### config.mk
export PLATFORM = sky130hd
export DESIGN_NAME = fetch_queue_unit
export DESIGN_NICKNAME = d
export VERILOG_FILES = /design/src/rtl/fetch_queue_unit.sv
export SDC_FILE = /design/constraint.sdc
export NUM_CORES = 1
export LEC_CHECK = 0
export CORE_MARGIN = 8
export CORE_UTILIZATION = 53
export DETAILED_ROUTE_END_ITERATION = 8
export GPL_ROUTABILITY_DRIVEN = 1
export HOLD_SLACK_MARGIN = 0.15
export PLACE_DENSITY = 0.8
export SYNTH_ARGS = -nofsm -noshare
export SYNTH_HDL_FRONTEND = slang
export SYNTH_SLANG_ARGS = --single-unit
export TNS_END_PERCENT = 100
### constraint.sdc
create_clock -name clk -period 2.25 [get_ports clk]
set_clock_uncertainty 0.05 [all_clocks]
set_input_delay 0.225 -clock clk [delete_from_list [all_inputs] [get_ports clk]]
set_output_delay 0.225 -clock clk [all_outputs]
set_load 0.05 [all_outputs]
### src/rtl/fetch_queue_unit.sv
// Prefetching instruction fetch unit: issues one-cycle-latency imem reads and
// buffers returned words with their PCs in a DEPTH-entry queue for decode.
module fetch_queue_unit #(
    parameter int unsigned         INST_W     = 9,
    parameter int unsigned         PC_W       = 9,
    parameter int unsigned         IMM_W      = 6,
    parameter int unsigned         DEPTH      = 4,
    parameter logic [PC_W-1:0]     RESET_PC   = '0,
    parameter logic [INST_W-1:0]   HALT_WORD  = INST_W'(1),
    parameter bit                  SIGNED_IMM = 1'b0
) (
    input  logic              clk,
    input  logic              rst_n,
    input  logic              en,
    input  logic              init,
    input  logic [PC_W-1:0]   start_addr,
    input  logic              br_abs,
    input  logic [PC_W-1:0]   br_target,
    input  logic              br_rel,
    input  logic [PC_W-1:0]   br_pc,
    input  logic [IMM_W-1:0]  br_imm,
    output logic              imem_req,
    output logic [PC_W-1:0]   imem_addr,
    input  logic [INST_W-1:0] imem_data,
    output logic              inst_valid,
    input  logic              inst_ready,
    output logic [INST_W-1:0] inst,
    output logic [PC_W-1:0]   inst_pc,
    output logic              halted
);

    localparam int unsigned PTR_W = (DEPTH > 1) ? $clog2(DEPTH) : 1;
    localparam int unsigned CNT_W = PTR_W + 1;
    localparam int unsigned OCC_W = CNT_W + 1;

    logic [PC_W-1:0]   fetch_pc_q, fetch_pc_d;
    logic [INST_W-1:0] inst_mem_q [DEPTH];
    logic [INST_W-1:0] inst_mem_d [DEPTH];
    logic [PC_W-1:0]   pc_mem_q   [DEPTH];
    logic [PC_W-1:0]   pc_mem_d   [DEPTH];
    logic [PTR_W-1:0]  head_q, head_d;
    logic [PTR_W-1:0]  tail_q, tail_d;
    logic [CNT_W-1:0]  count_q, count_d;
    logic              inflight_q, inflight_d;
    logic [PC_W-1:0]   inflight_pc_q, inflight_pc_d;
    logic              stop_fetch_q, stop_fetch_d;
    logic              halted_q, halted_d;

    logic              redirect_c;
    logic [PC_W-1:0]   imm_ext_c;
    logic [PC_W-1:0]   target_c;
    logic [OCC_W-1:0]  occ_c;
    logic              halt_resp_c;
    logic              req_c;
    logic              push_c;
    logic              pop_c;
    logic              valid_c;

    // Redirect decode with init > br_abs > br_rel priority
    always_comb begin
        redirect_c = init | br_abs | br_rel;
        if (SIGNED_IMM) begin
            imm_ext_c = PC_W'($signed(br_imm));
        end else begin
            imm_ext_c = PC_W'(br_imm);
        end
        if (init) begin
            target_c = start_addr;
        end else if (br_abs) begin
            target_c = br_target;
        end else begin
            target_c = br_pc + imm_ext_c;
        end
    end

    // A HALT word arriving this cycle already blocks the next request, so no
    // address past the HALT is ever fetched.
    always_comb begin
        occ_c       = OCC_W'(count_q) + OCC_W'(inflight_q);
        halt_resp_c = inflight_q & (imem_data == HALT_WORD);
        req_c       = rst_n & en & ~stop_fetch_q & ~halt_resp_c & ~redirect_c
                      & (occ_c < OCC_W'(DEPTH));
        push_c      = inflight_q & ~redirect_c;
        valid_c     = rst_n & (count_q != '0);
        pop_c       = valid_c & inst_ready;
    end

    always_comb begin
        fetch_pc_d    = fetch_pc_q;
        inst_mem_d    = inst_mem_q;
        pc_mem_d      = pc_mem_q;
        head_d        = head_q;
        tail_d        = tail_q;
        count_d       = count_q;
        inflight_d    = req_c;
        inflight_pc_d = inflight_pc_q;
        stop_fetch_d  = stop_fetch_q;
        halted_d      = halted_q;

        if (req_c) begin
            fetch_pc_d    = fetch_pc_q + PC_W'(1);
            inflight_pc_d = fetch_pc_q;
        end

        if (push_c) begin
            inst_mem_d[tail_q] = imem_data;
            pc_mem_d[tail_q]   = inflight_pc_q;
            tail_d             = tail_q + PTR_W'(1);
            if (imem_data == HALT_WORD) begin
                stop_fetch_d = 1'b1;
            end
        end

        if (pop_c) begin
            head_d = head_q + PTR_W'(1);
            if (inst_mem_q[head_q] == HALT_WORD) begin
                halted_d = 1'b1;
            end
        end

        count_d = count_q + CNT_W'(push_c) - CNT_W'(pop_c);

        // Flush after any handshake in the same cycle has consumed its word
        if (redirect_c) begin
            fetch_pc_d   = target_c;
            head_d       = '0;
            tail_d       = '0;
            count_d      = '0;
            stop_fetch_d = 1'b0;
            halted_d     = 1'b0;
        end
    end

    always_ff @(posedge clk) begin
        if (!rst_n) begin
            fetch_pc_q    <= RESET_PC;
            head_q        <= '0;
            tail_q        <= '0;
            count_q       <= '0;
            inflight_q    <= 1'b0;
            inflight_pc_q <= '0;
            stop_fetch_q  <= 1'b0;
            halted_q      <= 1'b0;
        end else begin
            fetch_pc_q    <= fetch_pc_d;
            head_q        <= head_d;
            tail_q        <= tail_d;
            count_q       <= count_d;
            inflight_q    <= inflight_d;
            inflight_pc_q <= inflight_pc_d;
            stop_fetch_q  <= stop_fetch_d;
            halted_q      <= halted_d;
        end
    end

    // Queue storage needs no reset; occupancy is tracked by count_q
    always_ff @(posedge clk) begin
        inst_mem_q <= inst_mem_d;
        pc_mem_q   <= pc_mem_d;
    end

    always_comb begin
        imem_req   = req_c;
        imem_addr  = req_c ? fetch_pc_q : '0;
        inst_valid = valid_c;
        inst       = valid_c ? inst_mem_q[head_q] : '0;
        inst_pc    = valid_c ? pc_mem_q[head_q] : '0;
        halted     = rst_n & halted_q;
    end

endmodule

== Word-level counts from Yosys, hierarchy flattened ==
Cells that the tools add are included.
Storage, ports and cells
  register bits after elaboration: 100
  bits in latches: 0
  memories: 0
  memory bits (writable): 0
  ROM bits: 0
  output and inout port bits: 30
Cells by class
  reduce and logical (&&, ||, !) cells: 6
  shifts and indexed selects: 0
  $mul: 0
  equal/unequal tests: 2
  add/sub/neg operators: 7
  mux-type cells: 17
  bitwise operators: 18
  magnitude comparators: 4
  divide/modulo/power cells: 0
Operators with widths (count)
  9-bit 2-to-1 mux: 12
  36-bit bitwise mux: 2
  9-bit binary-select mux with 2-bit select: 2
  9-bit demux with 2-bit select: 1
  9-bit by 1-bit equality test with 1-bit output (second input constant): 2
  1-bit AND: 10
  9-bit by 1-bit adder with 9-bit output (second input constant): 1
  9-bit by 6-bit adder with 9-bit output: 1
  3-bit greater-or-equal comparator (second input constant): 2
  2-bit inverter with 3-bit output: 2
  2-bit by 1-bit adder with 2-bit output (second input constant): 2
  3-bit by 1-bit adder with 4-bit output: 1
  4-bit by 3-bit less-than comparator with 1-bit output (second input constant): 1
  1-bit inverter: 4
  2-bit AND reduction: 2
  3-bit by 1-bit adder with 3-bit output: 1
  3-bit by 1-bit less-than comparator with 1-bit output (second input constant): 1
  3-bit nonzero test: 1
  3-bit by 1-bit subtractor with 3-bit output: 1
  1-bit OR: 2
  2-bit nonzero test: 1
  2-bit OR reduction: 1
  1-bit logical AND: 1

== Logic depth before layout (Yosys ltp) ==
Gate-level depths: netlist (run 1).
  depth in word-level cells: 8
  mapped depth: 10

== Worst setup path before layout (run 1) ==
No wires, ideal clock.
  kind: reg2reg
  start: register count_q[1]
  end: register inflight_pc_q[1]
  library setup time: 0.065 ns
  cell stages (with the launch flop): 10
  arrival: 2.240 ns
  slack: -0.106 ns
  data required time: 2.135 ns
  buffers on the path: 1
  path through: dfxtp_1 -> ha_1 -> o211a_1 -> o22ai_1 -> nand3_4 -> inv_2 -> buf_2 -> and2_1 -> a21oi_1 -> nor2_1
Between the ends
  cells in the longest elaborated chain, start to end: 3
RTL lines
  from (decl): RTL line 43  | logic [CNT_W-1:0] count_q, count_d;
  from (signal assigned): RTL line 148  | count_q <= count_d;
  3-bit by 1-bit adder with 4-bit output: RTL line 79  | occ_c = OCC_W'(count_q) + OCC_W'(inflight_q);
  4-bit by 3-bit less-than comparator with 1-bit output: RTL line 82  | & (occ_c < OCC_W'(DEPTH));
  1-bit AND: RTL line 82
  net imem_req: RTL line 22  | output logic imem_req,
  to (signal assigned): RTL line 150  | inflight_pc_q <= inflight_pc_d;
  to (decl): RTL line 45  | logic [PC_W-1:0] inflight_pc_q, inflight_pc_d;
The timed path passes the listed nets, and every way through them passes these cells.
A chain may end at the register's enable or synchronous reset.

== Worst setup path in the final report (run 1) ==
  start: register count_q[2]
  end: output port imem_addr[3]
Between the ends
  cells in the longest elaborated chain, start to end: 4
RTL lines
  3-bit by 1-bit adder with 4-bit output: RTL line 79
  4-bit by 3-bit less-than comparator with 1-bit output: RTL line 82
  1-bit AND: RTL line 82
  9-bit 2-to-1 mux: RTL line 164  | imem_addr = req_c ? fetch_pc_q : '0;
  to (decl): RTL line 23  | output logic [PC_W-1:0] imem_addr,
No other way between the ends.

==> results of run 1 <==
-- metrics by stage --
stage	setup TNS [ns]	setup WS [ns]	util [%]	instance area [sq um]	cells
after detailed placement	-0.9431	-0.3025	71.22	6090	563
after global placement	-0.5598	-0.2499	71.22	6090	563
final	-0.006492	-0.006308	75.29	6437	588
after CTS	-0.1416	-0.02962	73.69	6301	579
after global routing	-0.5778	-0.09727	75.29	6437	588
after floorplan	0	0.02063	-	4604	353
-- power by group through the flow --
stage	Sequential (mW)	Clock, mW	Combinational [mW]
2_1_floorplan	2.03	0	0.132
3_3_place_gp	2.03	0	0.291
3_5_place_dp	2.03	0	0.300
4_1_cts	1.99	1.11	0.303
5_1_grt	1.99	1.18	0.345
6_report	1.99	1.09	0.318
-- placed cells by master, fill, tap and decap left out, drive strengths merged, types with 4 or more instances in the layout --
| master | n |
|---|---|
| buf | 77 |
| edfxtp | 72 |
| clkdlybuf4s50 | 48 |
| dfxtp | 28 |
| nor2 | 27 |
| and2 | 25 |
| mux4 | 18 |
| a21oi | 17 |
| nand2 | 17 |
| inv | 17 |
| o21ai | 16 |
| ha | 14 |
| and3 | 9 |
| clkbuf | 9 |
| nand3 | 8 |
| clkinv | 8 |
| o31a | 5 |
| xnor2 | 5 |
| o22ai | 5 |
| a31oi | 5 |
| nand4 | 4 |
| a211oi | 4 |
| o21a | 4 |
-- worst min path at each step --
stage	start	slack, ns	cells after the start	end
final	start_addr[8]	0.41	3	fetch_pc_q[8]
after global routing	start_addr[8]	0.43	3	fetch_pc_q[8]
after CTS	start_addr[8]	0.39	3	fetch_pc_q[8]
after detailed placement	inflight_pc_q[7]	0.45	0	pc_mem_q[7]
after global placement	halted_q	0.42	2	halted_q
after floorplan	imem_data[0]	0.27	0	inst_mem_q[0]
-- worst max-delay path, stage by stage (launching register included) --
cell and delay (ns):
dfxtp_4 0.37, ha_4 0.16, o211a_1 0.23, o22ai_2 0.26, nand3_4 0.15, buf_8 0.18, nor2_4 0.13, buf_12 0.15
-- cell families (layout without fill, tap and decap cells) --
| kind of cell | after synthesis | count (layout) | synth area share [%] |
|---|---|---|---|
| AND/OR/NAND/NOR | 103 | 103 | 12.14 |
| flip-flops | 100 | 100 | 59.21 |
| AO/OA/AOI/OAI | 74 | 74 | 10.61 |
| buffers and inverters | 33 | 160 | 2.803 |
| multiplexers | 19 | 19 | 9.034 |
| adder cells (fa/ha/maj) | 16 | 16 | 4.680 |
| XOR/XNOR | 8 | 8 | 1.524 |
-- cell usage after synthesis, types with 7 or more instances --
cell type,number
edfxtp_1,72
nand2_1,17
and3_1,9
ha_1,14
clkbuf_1,10
mux4_2,18
nand3_1,7
nor2_1,27
inv_1,17
dfxtp_1,28
o21ai_0,10
and2_1,25
a21oi_1,17
-- routing by layer --
| metal | GRT usage [%] | vias to the layer above | part of all wire, % |
|---|---|---|---|
| li1 | - | 1582 | - |
| met2 | 31.37 | 132 | 51 |
| met4 | 8.016 | 0 | 1.9 |
| met5 | 0 | - | 0 |
| met1 | 23.00 | 1609 | 42 |
| met3 | 3.546 | 19 | 5.4 |
-- timing repair --
| item | in CTS | in global routing |
|---|---|---|
| setup endpoints to repair | 10 | 12 |
| hold buffers | 0 | 0 |
| gates cloned | 0 | 1 |
| resized for setup | 5 | 26 |
| setup buffers | 0 | 8 |
| pin swaps | 0 | 6 |
-- area by class of cell --
type / instances / area, sq um / area share [%]
clock buffers: 9 / 123.9 / 1.924
clock inverters: 7 / 67.56 / 1.050
inverters: 18 / 72.57 / 1.127
multi-input cells: 220 / 1827 / 28.38
flip-flops and latches: 100 / 2728 / 42.37
well taps: 108 / 135.1 / 2.099
repair buffers: 125 / 1479 / 22.97
repair inverters: 1 / 5.005 / 0.07775
-- state kept, by name, indices dropped and copies added, names as in the netlist --
signal / cells
stop_fetch_q: 1
head_q: 2
inflight_q: 1
count_q: 3
halted_q: 1
inflight_pc_q: 9
pc_mem_q: 36
inst_mem_q: 36
tail_q: 2
fetch_pc_q: 9
==> metrics.yaml, run 1 <==
critical_path:
  r2r_cells: 10
  setup.worst_path.end_class: "output pin"
  arrival_ns: 1.98
  endpoint: "imem_addr[3]"
  r2r_end: "count_q[1]"
  path_class: "flip-flop to output pin"
  r2r_setup_slack_ns: 0.05
  timing.rr.start: "count_q[1]"
  critical_path.max_fanout: 6
  start_kind: "flip-flop"
  crit_start: "count_q[2]"
  required_ns: 1.98
global_routing:
  track_usage_pct: 18.66
  grt_pass1_vias: 3489
  antenna_found_initial: 0
  grt_max_degree: 20
  grt-ovfl-total: 0
  grt_pass1_wl_um: 17350
synthesis:
  synth_top_area_share_pct: 47.02
  synth-seq-area-share_pct: 59.21
  synthFlopType: "edfxtp_1"
  synth_edf_count: 72
  synth_fp_nets: 418
  synth_top_area_cell: "edfxtp_1"
  synth_cell_types: 48
  synth_seq_cells: 100
  syn_avg_cell_area_sq_um: 13.03
  postSynthCellCount: 353
  async_reset_ff_share_pct: 0
  synth_warnings: 0
  synth_area_sq_um: 4598
  ys_top_cells_by_area: "edfxtp_1, dfxtp_1, mux4_2"
status:
  run_status: "complete, but fails checks"
  violations: "setup timing"
clock_tree:
  path_clk_slew_ns: 0.09
  numCtsBuffers: 9
  clock_path_buffers: 2
  root_buffer: "clkbuf_8"
  clkSinkCount: 100
  htree_levels: 3
  cts_tree: "yes"
  clock_latency_ns: 0.35
routing:
  drc: 0
  vias: 3342
  drtIter0Drc: 187
  dr.pass1.iters: 4
  via_per_inst: 5.684
  ant_nets: 0
  routedWlPerCell_um: 18.78
  wl_um: 11040
floorplan:
  rows: 34
  die_h_um: 109.1
  initial_utilization_pct: 53.78
  io_pins: 79
  coreArea_sq_um: 8551
  die_w_um: 109.1
  dieArea_sq_um: 11910
power_and_ir_drop:
  combPwrFrac_pct: 9.4
  p_clk_share_pct: 32.0
  p_int_mw: 2.656
  p_total_mw: 3.399
  switchingPower_mw: 0.7426
  power_leakage_nw: 2.297
  power_density_nw_per_um2: 527.9
  switching_share_pct: 21.85
  p_seq_share_pct: 58.6
  vdd_drop_max_mv: 0.2718
min_path:
  holdCritPathClass: "input port to flip-flop"
flow_run:
  max-cap-violations: 0
sta:
  finalCritPeriodShare_pct: 100.3
  fmax_mhz: 443.2
  period_needed_ns: 2.256
  worstMarginPinSlew_ns: 0.4285
  rsz0062_at_grt: "yes"
  layout_setup_ws_ns: -0.006308
  finalSetupViolations: 2
  fin_hold_ws_ns: 0.4121
  max_slew_margin_pct: 71.03
  drv_slew: 0
  hold_viol: 0
finish:
  fillers: 506
  area_delta_synth_final_pct: 40.00
  num_antenna_cells: 0
  nets: 540
  drive_gt1_share_pct: 28.33
placement:
  place_congestion: 0.9427
  hpwl_um: 7948
  portBuffers: 78
No activity file was read; power rests on OpenSTA's default activity.
==> run 2: changes to the inputs <==
--- a/config.mk
+++ b/config.mk
@@ -5,12 +5,12 @@
 export SDC_FILE = /design/constraint.sdc
 export NUM_CORES = 1
 export LEC_CHECK = 0
+export ABC_CLOCK_PERIOD_IN_PS = 2250
 export CORE_MARGIN = 8
-export CORE_UTILIZATION = 53
+export CORE_UTILIZATION = 40
 export DETAILED_ROUTE_END_ITERATION = 8
 export GPL_ROUTABILITY_DRIVEN = 1
-export HOLD_SLACK_MARGIN = 0.15
-export PLACE_DENSITY = 0.8
+export HOLD_SLACK_MARGIN = 0.08
 export SYNTH_ARGS = -nofsm -noshare
 export SYNTH_HDL_FRONTEND = slang
 export SYNTH_SLANG_ARGS = --single-unit
==> run 2 against run 1 <==
  * The flow now finishes without violations
  * First-iteration DRC count is 7.0% higher
  * Routed wire length decreased by 4.9%
  * Final cell count grew 6.0%
  * Highest routed layer unchanged
==> metrics.yaml, run 2 (synthesis gave the netlist of run 1 again) <==
routing:
  wl_um: 10500
  routedWlPerCell_um: 16.85
  ant_nets: 0
  drtIter0Drc: 200
  drc: 0
  dr.pass1.iters: 4
  via_per_inst: 5.199
  vias: 3239
placement:
  place_congestion: 0.8874
  hpwl_um: 7956
  portBuffers: 78
  dp_cells: 601
  place_ws_ns: -0.3320
critical_path:
  critPathMaxStageDelay_ns: 0.35
  required_ns: 1.98
  timing.rr.start: "count_q[1]"
  start_kind: "flip-flop"
  path_class: "flip-flop to output pin"
  critical_path.max_fanout: 7
  crit_start: "count_q[2]"
  path_cells: "ha_4 > o211a_1 > o22ai_1 > buf_4 > nand3_4 > buf_8 > nor2_4 > buf_12"
  critPathSlowestCell: "dfxtp_2"
  setup.worst_path.end_class: "output pin"
  arrival_ns: 1.91
clock_tree:
  clkSinkCount: 100
  clock_path_buffers: 2
  postCtsHoldBufs: 0
  htree_levels: 3
  numCtsBuffers: 9
  root_buffer: "clkbuf_16"
  clock_latency_ns: 0.33
  path_clk_slew_ns: 0.06
  cts_tree: "yes"
global_routing:
  grt_pass1_wl_um: 17330
  antenna_found_initial: 0
  grt_max_degree: 20
  track_usage_pct: 14.80
  grt_pass1_vias: 3380
  grt-ovfl-total: 0
power_and_ir_drop:
  power_leakage_nw: 2.371
  vdd_drop_max_mv: 0.3478
  p_total_mw: 3.796
  power_density_nw_per_um2: 576.8
min_path:
  holdCritPathClass: "input port to flip-flop"
  hp-start: "imem_data[2]"
sta:
  fin_setup_tns_ns: 0
  drv_slew: 0
  layout_setup_ws_ns: 0.06742
  max_slew_margin_pct: 64.58
  hold_viol: 0
  fmax_mhz: 458.2
  worstMarginPinSlew_ns: 0.5240
  finalCritPeriodShare_pct: 97.00
  period_needed_ns: 2.183
  rsz0062_at_grt: "yes"
  finalSetupViolations: 0
finish:
  stdcell_count: 623
  drive_gt1_share_pct: 27.92
  mostFrequentLayoutCell: "edfxtp_1"
  nets: 540
  final_cell_mix: "edfxtp_1, clkdlybuf4s50_1, buf_4"
  num_antenna_cells: 0
  top_regs: "inst_mem_q: 36 flops, pc_mem_q: 36 flops"
  area_delta_synth_final_pct: 43.13
status:
  run_status: "complete, no violations"
floorplan:
  die_w_um: 123.2
  dieArea_sq_um: 15180
  initial_utilization_pct: 40.62
  io_pins: 79
  coreArea_sq_um: 11320
  die_h_um: 123.2
  rows: 39
flow_run:
  max-cap-violations: 0
==> run 2: what timing repair did <==
action,in CTS,in global routing
setup buffers,0,6
endpoints found under the hold margin,0,0
endpoints found under the setup margin,23,10
pin swaps,1,4
gates resized for setup,10,16
==> run 2: metrics by stage <==
step	area [sq um]	utilization (%)	hold WS (ns)
floorplan	4604	-	0.2739
global placement	6156	54.38	0.4290
detailed placement	6156	54.38	0.4437
CTS	6482	57.26	0.4519
global route	6581	58.13	0.2292
finish	6581	58.13	0.2366
==> run 2: critical path: cells and delay by family, from the launching register on <==
| kind | cells | cell delay, ns |
|---|---|---|
| and+or+nand+nor | 2 | 0.26 |
| DFF | 1 | 0.35 |
| buffers and inverters | 3 | 0.46 |
| adders and majority gates | 1 | 0.16 |
| AOI/OAI and AO/OA | 2 | 0.35 |
==> run 2: report_power, final <==
group          switching (mW)  internal, mW  total [mW]
sequential             0.0190          1.97        1.99
combinational           0.141         0.177       0.318
clock                   0.628         0.857        1.48
==> run 2: worst paths after layout <==
path,endpoint,slack [ns],cells after the start
worst min-delay path,inst_mem_q[20],0.24,1
worst max-delay path,imem_addr[6],0.07,8
worst max register to register,count_q[2],0.12,11
worst min register to register,inflight_pc_q[7],0.46,2
==> run 2: routing by layer <==
layer  share of wire, %  track usage, %  up-vias
met3                6.0           3.607       18
met4                2.3           6.245        0
met5                  0               0        -
li1                   -               -     1585
met2                 48           24.06       94
met1                 43           18.52     1542
==> run 2: layout make-up <==
| type | count | area, sq um |
|---|---|---|
| Sequential cell | 100 | 2729 |
| Fill cell | 925 | 4740 |
| Clock buffer | 9 | 225.2 |
| Timing Repair Buffer | 126 | 1495 |
| Tap cell | 143 | 178.9 |
| Multi-Input combinational cell | 220 | 1814 |
| Clock inverter | 7 | 66.31 |
| Inverter | 18 | 72.57 |
